<file path="config.mk">
export PLATFORM = sky130hd
export DESIGN_NAME = fetch_unit
export DESIGN_NICKNAME = d
export VERILOG_FILES = /design/src/rtl/fetch_unit.sv
export SDC_FILE = /design/constraint.sdc
export NUM_CORES = 1
export LEC_CHECK = 0
export CELL_PAD_IN_SITES_DETAIL_PLACEMENT = 0
export CELL_PAD_IN_SITES_GLOBAL_PLACEMENT = 1
export CORE_ASPECT_RATIO = 1.75
export CORE_MARGIN = 5
export CORE_UTILIZATION = 40
export DETAILED_ROUTE_END_ITERATION = 10
export HOLD_SLACK_MARGIN = 0.05
export PLACE_DENSITY_LB_ADDON = 0.1
export SLEW_MARGIN = 5
export SYNTH_ARGS = -nofsm -noshare
export SYNTH_HDL_FRONTEND = slang
export SYNTH_SLANG_ARGS = --single-unit
</file>
<file path="constraint.sdc">
create_clock -name clk -period 8.2 [get_ports clk]
set_clock_uncertainty 0.05 [all_clocks]
set_input_delay 2.46 -clock clk [delete_from_list [all_inputs] [get_ports clk]]
set_output_delay 2.46 -clock clk [all_outputs]
set_load 0.01 [all_outputs]
</file>
<file path="src/rtl/fetch_unit.sv">
// fetch_unit: single-outstanding instruction fetch feeding decode through a DEPTH-entry buffer.
// Optional macro FETCH_BYPASS_EN forwards a response straight to decode when the buffer is empty.
module fetch_unit #(
    parameter int DEPTH = 2,
    parameter int AW    = 32,
    parameter int DW    = 32
) (
    input  logic          clk,
    input  logic          rst,
    input  logic [AW-1:0] pc_addr,
    input  logic          branch_true,
    output logic          pc_enable,
    output logic          imem_req,
    output logic [AW-1:0] imem_addr,
    input  logic          imem_gnt,
    input  logic          imem_rvalid,
    input  logic [DW-1:0] imem_rdata,
    input  logic          id_stall,
    output logic          if_valid,
    output logic [DW-1:0] if_inst,
    output logic [AW-1:0] if_pc
);
    localparam int PW = $clog2(DEPTH);
    localparam int CW = PW + 1;
    localparam logic [CW-1:0] DEPTH_C = CW'(DEPTH);

    typedef enum logic [1:0] {
        S_FETCH   = 2'd0,
        S_WAIT    = 2'd1,
        S_DISCARD = 2'd2
    } state_t;

    state_t        state_r;
    logic [AW-1:0] req_pc_r;
    logic [PW-1:0] wr_ptr_r;
    logic [PW-1:0] rd_ptr_r;
    logic [CW-1:0] count_r;
    logic [DW-1:0] buf_inst_r [DEPTH];
    logic [AW-1:0] buf_pc_r   [DEPTH];

    logic req_s;
    logic grant_s;
    logic keep_s;
    logic bypass_s;
    logic push_s;
    logic pop_s;
    logic head_valid_s;

    // Request, handshake and buffer push/pop decode
    always_comb begin
        req_s        = (state_r == S_FETCH) && (count_r < DEPTH_C) && !branch_true;
        grant_s      = req_s && imem_gnt;
        keep_s       = (state_r == S_WAIT) && imem_rvalid && !branch_true;
        head_valid_s = (count_r != {CW{1'b0}});
`ifdef FETCH_BYPASS_EN
        bypass_s     = keep_s && !head_valid_s && !id_stall;
`else
        bypass_s     = 1'b0;
`endif
        push_s       = keep_s && !bypass_s;
        pop_s        = head_valid_s && !id_stall;
    end

    // Output drive, held low for the whole reset interval
    always_comb begin
        if (rst) begin
            imem_req  = 1'b0;
            pc_enable = 1'b0;
            imem_addr = {AW{1'b0}};
            if_valid  = 1'b0;
            if_inst   = {DW{1'b0}};
            if_pc     = {AW{1'b0}};
        end else begin
            imem_req  = req_s;
            pc_enable = grant_s | branch_true;
            imem_addr = pc_addr;
            if_valid  = head_valid_s | bypass_s;
            if (bypass_s) begin
                if_inst = imem_rdata;
                if_pc   = req_pc_r;
            end else begin
                if_inst = buf_inst_r[rd_ptr_r];
                if_pc   = buf_pc_r[rd_ptr_r];
            end
        end
    end

    // Fetch FSM: a redirect while a response is owed turns it into a discard
    always_ff @(posedge clk or posedge rst) begin
        if (rst) begin
            state_r  <= S_FETCH;
            req_pc_r <= {AW{1'b0}};
        end else begin
            case (state_r)
                S_FETCH: begin
                    if (grant_s) begin
                        req_pc_r <= pc_addr;
                        state_r  <= S_WAIT;
                    end
                end
                S_WAIT: begin
                    if (imem_rvalid) begin
                        state_r <= S_FETCH;
                    end else if (branch_true) begin
                        state_r <= S_DISCARD;
                    end
                end
                S_DISCARD: begin
                    if (imem_rvalid) begin
                        state_r <= S_FETCH;
                    end
                end
                default: state_r <= S_FETCH;
            endcase
        end
    end

    // Buffer pointers and occupancy; a redirect empties the buffer
    always_ff @(posedge clk or posedge rst) begin
        if (rst) begin
            wr_ptr_r <= {PW{1'b0}};
            rd_ptr_r <= {PW{1'b0}};
            count_r  <= {CW{1'b0}};
        end else if (branch_true) begin
            wr_ptr_r <= {PW{1'b0}};
            rd_ptr_r <= {PW{1'b0}};
            count_r  <= {CW{1'b0}};
        end else begin
            if (push_s) begin
                wr_ptr_r <= wr_ptr_r + PW'(1);
            end
            if (pop_s) begin
                rd_ptr_r <= rd_ptr_r + PW'(1);
            end
            case ({push_s, pop_s})
                2'b10:   count_r <= count_r + CW'(1);
                2'b01:   count_r <= count_r - CW'(1);
                default: count_r <= count_r;
            endcase
        end
    end

    // Buffer storage needs no reset: entries are only read while counted valid
    always_ff @(posedge clk) begin
        if (push_s) begin
            buf_inst_r[wr_ptr_r] <= imem_rdata;
            buf_pc_r[wr_ptr_r]   <= req_pc_r;
        end
    end

    // Occupancy can never exceed the buffer depth
    count_le_depth: assert property (@(posedge clk) disable iff (rst) count_r <= DEPTH_C);

endmodule

</file>
### After elaboration in Yosys (flattened, before gate mapping)

Memories as Yosys holds them, arrays and structs flattened.
Index checks and enable logic that the tools add are counted.

* register bits: 38
* bits in writable memories: 128
* input bits: 70
* output and inout bits: 99
* word-level logic and storage cells: 54
* memories kept: 2

* add/subtract/negate cells: 4
* magnitude comparators: 1
* eq/ne operators: 7
* mux-type cells: 19
* bitwise logic cells: 1
* reduce and logical (&&, ||, !) cells: 15

Memory list
* buf_inst_r: depth 2, width 32, read ports 1, clocked after memory_dff 0, write ports 1, RTL line 38 `logic [DW-1:0] buf_inst_r [DEPTH];`
* buf_pc_r: depth 2, width 32, read ports 1, clocked after memory_dff 0, write ports 1, RTL line 39 `logic [AW-1:0] buf_pc_r [DEPTH];`

Operators with widths (count)
* $mux 32: 3
* $mux 2: 5
* $mux 1: 9
* $logic_and 1x1->1: 6
* $pmux 2 s3: 1
* $reduce_bool 2->1: 3
* $eq 2x1->1 const B: 2
* $eq 2x2->1 const B: 2
* $ne 2x2->1 const B: 2
* $pmux 2 s2: 1
* $ne 3x3->1 const B: 1
* $reduce_and 3->1: 1
* $reduce_bool 3->1: 1
* $add 1x1->1 const B: 2
* $add 2x1->2 const B: 1
* $logic_not 1->1: 2
* $logic_not 2->1: 1
* $lt 2x2->1 const B: 1
* $reduce_and 2->1: 1
* $sub 2x1->2 const B: 1
* $or 1x1->1: 1

### Depth between registers and ports, before layout

* depth after elaboration: 6
* gate-level depth with buffers: 5
* mapped depth without buffers: 3

### Worst setup path after synthesis

Ideal clock, no wire load.

* path kind: in2out
* start point: input port rst
* end point: output port imem_req
* arrival time: 3.950 ns
* data required time: 5.690 ns
* setup slack: 1.740 ns
* stages on the path: 4
* buffers on the path: 2
* cells stage by stage: clkbuf_1 -> clkbuf_1 -> inv_1 -> and2_1

* cells in the longest elaborated chain, start to end: 1

Ends and longest elaborated chain
* start: declaration: RTL line 9 `input logic rst,`
* $mux 1: RTL line 66 `if (rst) begin`
* end: declaration: RTL line 13 `output logic imem_req,`

No other way between the ends.

### Worst setup path in the final report

* start point: input port branch_true
* end point: output port pc_enable

* cells in the longest elaborated chain, start to end: 5

Ends and longest elaborated chain
* start: declaration: RTL line 11 `input logic branch_true,`
* $logic_not 1->1: RTL line 51 `req_s = (state_r == S_FETCH) && (count_r < DEPTH_C) && !branch_true;`
* $logic_and 1x1->1: RTL line 51
* $logic_and 1x1->1: RTL line 52 `grant_s = req_s && imem_gnt;`
* $or 1x1->1 (*): RTL line 75 `pc_enable = grant_s | branch_true;`
* $mux 1 (*): RTL line 66
* end: declaration: RTL line 12 `output logic pc_enable,`

Mark *: on every way between the ends. The rest lies on a longest branch, timed or not.

==> key figures <==
Yosys
  – Post-synth top area cell: edfxtp_1
  – Synth unique cells: 27
  – Synthesized area: roughly 0.0067 sq mm
  – Dominant synthesized flop cell: edfxtp_1
  – Async set-reset flop share out of synthesis: between 20 and 25%
  – Top-count cell post-synth: edfxtp_1
  – Main area contributors after synthesis: edfxtp_1 (58%), dfrtp_1 (14%), mux2i_1 (9.8%)
  – Post-synth EDFFs: around 130
  – Syn avg cell area: 16.17 sq um
  – Post-synth top cells: edfxtp_1 (128), nor2_1 (72), mux2i_1 (65)
  – Number of synthesis warnings: 0
  – Synth top area share: between 50% and 60%
  – Yosys reg bits: between 150 and 200
  – Mapped Nets: between 400 and 500
  – Gate Count Post-Synth: slightly above 400
  – Register area share after synthesis: a little under three quarters

GRT
  – Global-route wire length before repair: 21.99 mm
  – Largest net degree at the start of global routing: 100
  – Vias in the first global route: 4206
  – Tot GR Track Use: between 10% and 20%
  – Initial antenna violation count: 0
  – GR Overflow Total: 0

STA
  – WHS: 413.6 ps
  – Final-report max-slew violation count: 0
  – Final setup fails: 0
  – RSZ-0062 raised after global routing: no
  – Final min period: 6583 ps
  – Setup tns final: 0 ps
  – Final period util: roughly four fifths
  – Worst Max-Slew Pin Slew: ~1200 ps
  – Final Hold Viols: 0
  – Slew headroom: between 20% and 30%
  – FMAX: approximately 150 MHz

Clocking
  – Post-CTS Setup Bufs: 0
  – Reg clk slew, reported paths: 60 ps
  – CTS sink cnt: between 150 and 200
  – CTS tree: built
  – CTS buffer count: 17
  – Worst skew pair latency: around 410 ps
  – CTS Buffer Depth: 2
  – CTS resizes: 0
  – CTS Hold Bufs: 0
  – H-tree Lvls: 4
  – Root Buffer: clkbuf_16

Floorplan
  – Initial Util: 40.69%
  – Die ar.: 0.01943 sq mm
  – Rows: just over 60
  – Chip Width: approximately 110 microns
  – I/O Pins: between 150 and 200
  – Std-Cell Core Area: approximately 0.016 sq mm
  – Die H: about 180 microns

Detailed routing
  – Via count: approximately 3.8k
  – Routed WL per cell: ~17 microns
  – DR pass1 iterations: 4
  – Drt drc: 0
  – 1st-iter DRT viols: roughly 120
  – Total Routed Length: 13.60 mm
  – Via-to-Cell Ratio: roughly 4.7
  – DRT antenna net count: 0

Power
  – VDD IR max: 0.0001407 V
  – Power Dens Cells: ~220 mW/mm^2
  – Lkg Pwr: 0.003253 uW

Worst hold path
  – Hold crit path type: reg2reg

Worst setup path
  – CP startpoint kind: input port
  – Crit. End Element: output port
  – Worst Path Arrival: about 4000 ps
  – Crit path kind: in2out
  – CP Max Fanout: 9
  – Req. time, crit path: ~5700 ps

Final layout
  – Antenna cells: 0
  – Cell Count, Final, Fillers Out: between 800 and 900
  – # nets final: approximately 650
  – Area Growth Syn to Fin: 37.70%
  – Layout cells sized above 1: between 10% and 20%

Place
  – Half-perimeter wire length after placement: 8.979 mm
  – PortBufs: between 150 and 200
  – DP Cell Count: 786
  – RD Place Congestion: 0.7838

Outcome
  – Outcome: completed

Job
  – Max-cap violations: 0
## cell usage in the layout, fill, tap and decap left out, types with 3 or more instances in the layout
cell	instances
inv_8	3
nor2_1	70
bufinv_16	3
mux2_4	29
edfxtp_1	128
buf_4	5
dfrtp_1	37
clkdlybuf4s50_1	167
mux2i_1	65
nor2b_1	32
inv_6	3
clkbuf_16	17
mux2_2	3
a21oi_1	5
## where the power goes
group / switching [uW] / internal (uW)
Clock: 335 / 489
Sequential: 37.8 / 978
Combinational: 77.0 / 136
## flip-flops by register name, indices dropped and copies added (netlist names)
| name | cells |
|---|---|
| buf_inst_r | 64 |
| buf_pc_r | 64 |
| count_r | 2 |
| rd_ptr_r | 1 |
| req_pc_r | 32 |
| state_r | 2 |
| wr_ptr_r | 1 |
## per-layer routing
metal,track usage [%],part of all wire (%),vias up
li1,-,-,1821
met1,16.31,39,1873
met2,26.47,55,113
met3,3.893,5.1,11
met4,4.702,1.2,0
met5,0,0,-
## cell type report
type | instances | area (sq um)
Tap cell | 224 | 280.3
Fill cell | 1312 | 7197
Clock buffer | 18 | 429.2
Clock inverter | 14 | 187.7
Sequential cell | 166 | 4798
Inverter | 3 | 11.26
Timing Repair Buffer | 172 | 1709
Multi-Input combinational cell | 221 | 1755
## worst max-delay path, cell delays in order
cell and delay, ps:
clkdlybuf4s50_1 590, nor4_4 270, a21oi_1 110, nor2_1 90, clkdlybuf4s50_1 560
## worst paths after layout
kind	from	to	slack (ps)	depth (start not counted)
max	branch_true	pc_enable	1620	5
min	req_pc_r[25]$_DFFE_PP0P_	buf_pc_r[0][25]$_DFFE_PP_	410	0
max reg2reg	state_r[1]$_DFFE_PP0P_	buf_pc_r[1][29]$_DFFE_PP_	5320	4
min reg2reg	req_pc_r[25]$_DFFE_PP0P_	buf_pc_r[0][25]$_DFFE_PP_	410	0
max in group asynchronous	rst	rd_ptr_r$_DFFE_PP0P_	5070	3
min in group asynchronous	rst	state_r[1]$_DFFE_PP0P_	2620	3
## through the flow
stage               total power (uW)  setup WS (ps)  area (sq um)  utilization, %
floorplan                       1139           1740          6660               -
global route                    2133           1504          9171           56.03
detailed placement              1250           1614          8554           52.26
CTS                             2079           1615          9171           56.03
finish                          2052           1617          9171           56.03
global placement                1242           1633          8554           52.26
## cells by family (layout without fill, tap and decap cells)
group | Yosys count | after routing | synth area share [%]
compound gates | 9 | 9 | 0.8266
simple gates | 114 | 114 | 8.360
buf+inv | 25 | 207 | 1.878
xor+xnor | 1 | 1 | 0.1315
mux | 97 | 97 | 16.81
flops | 166 | 166 | 71.99
Power figures use the tool's default switching activity.
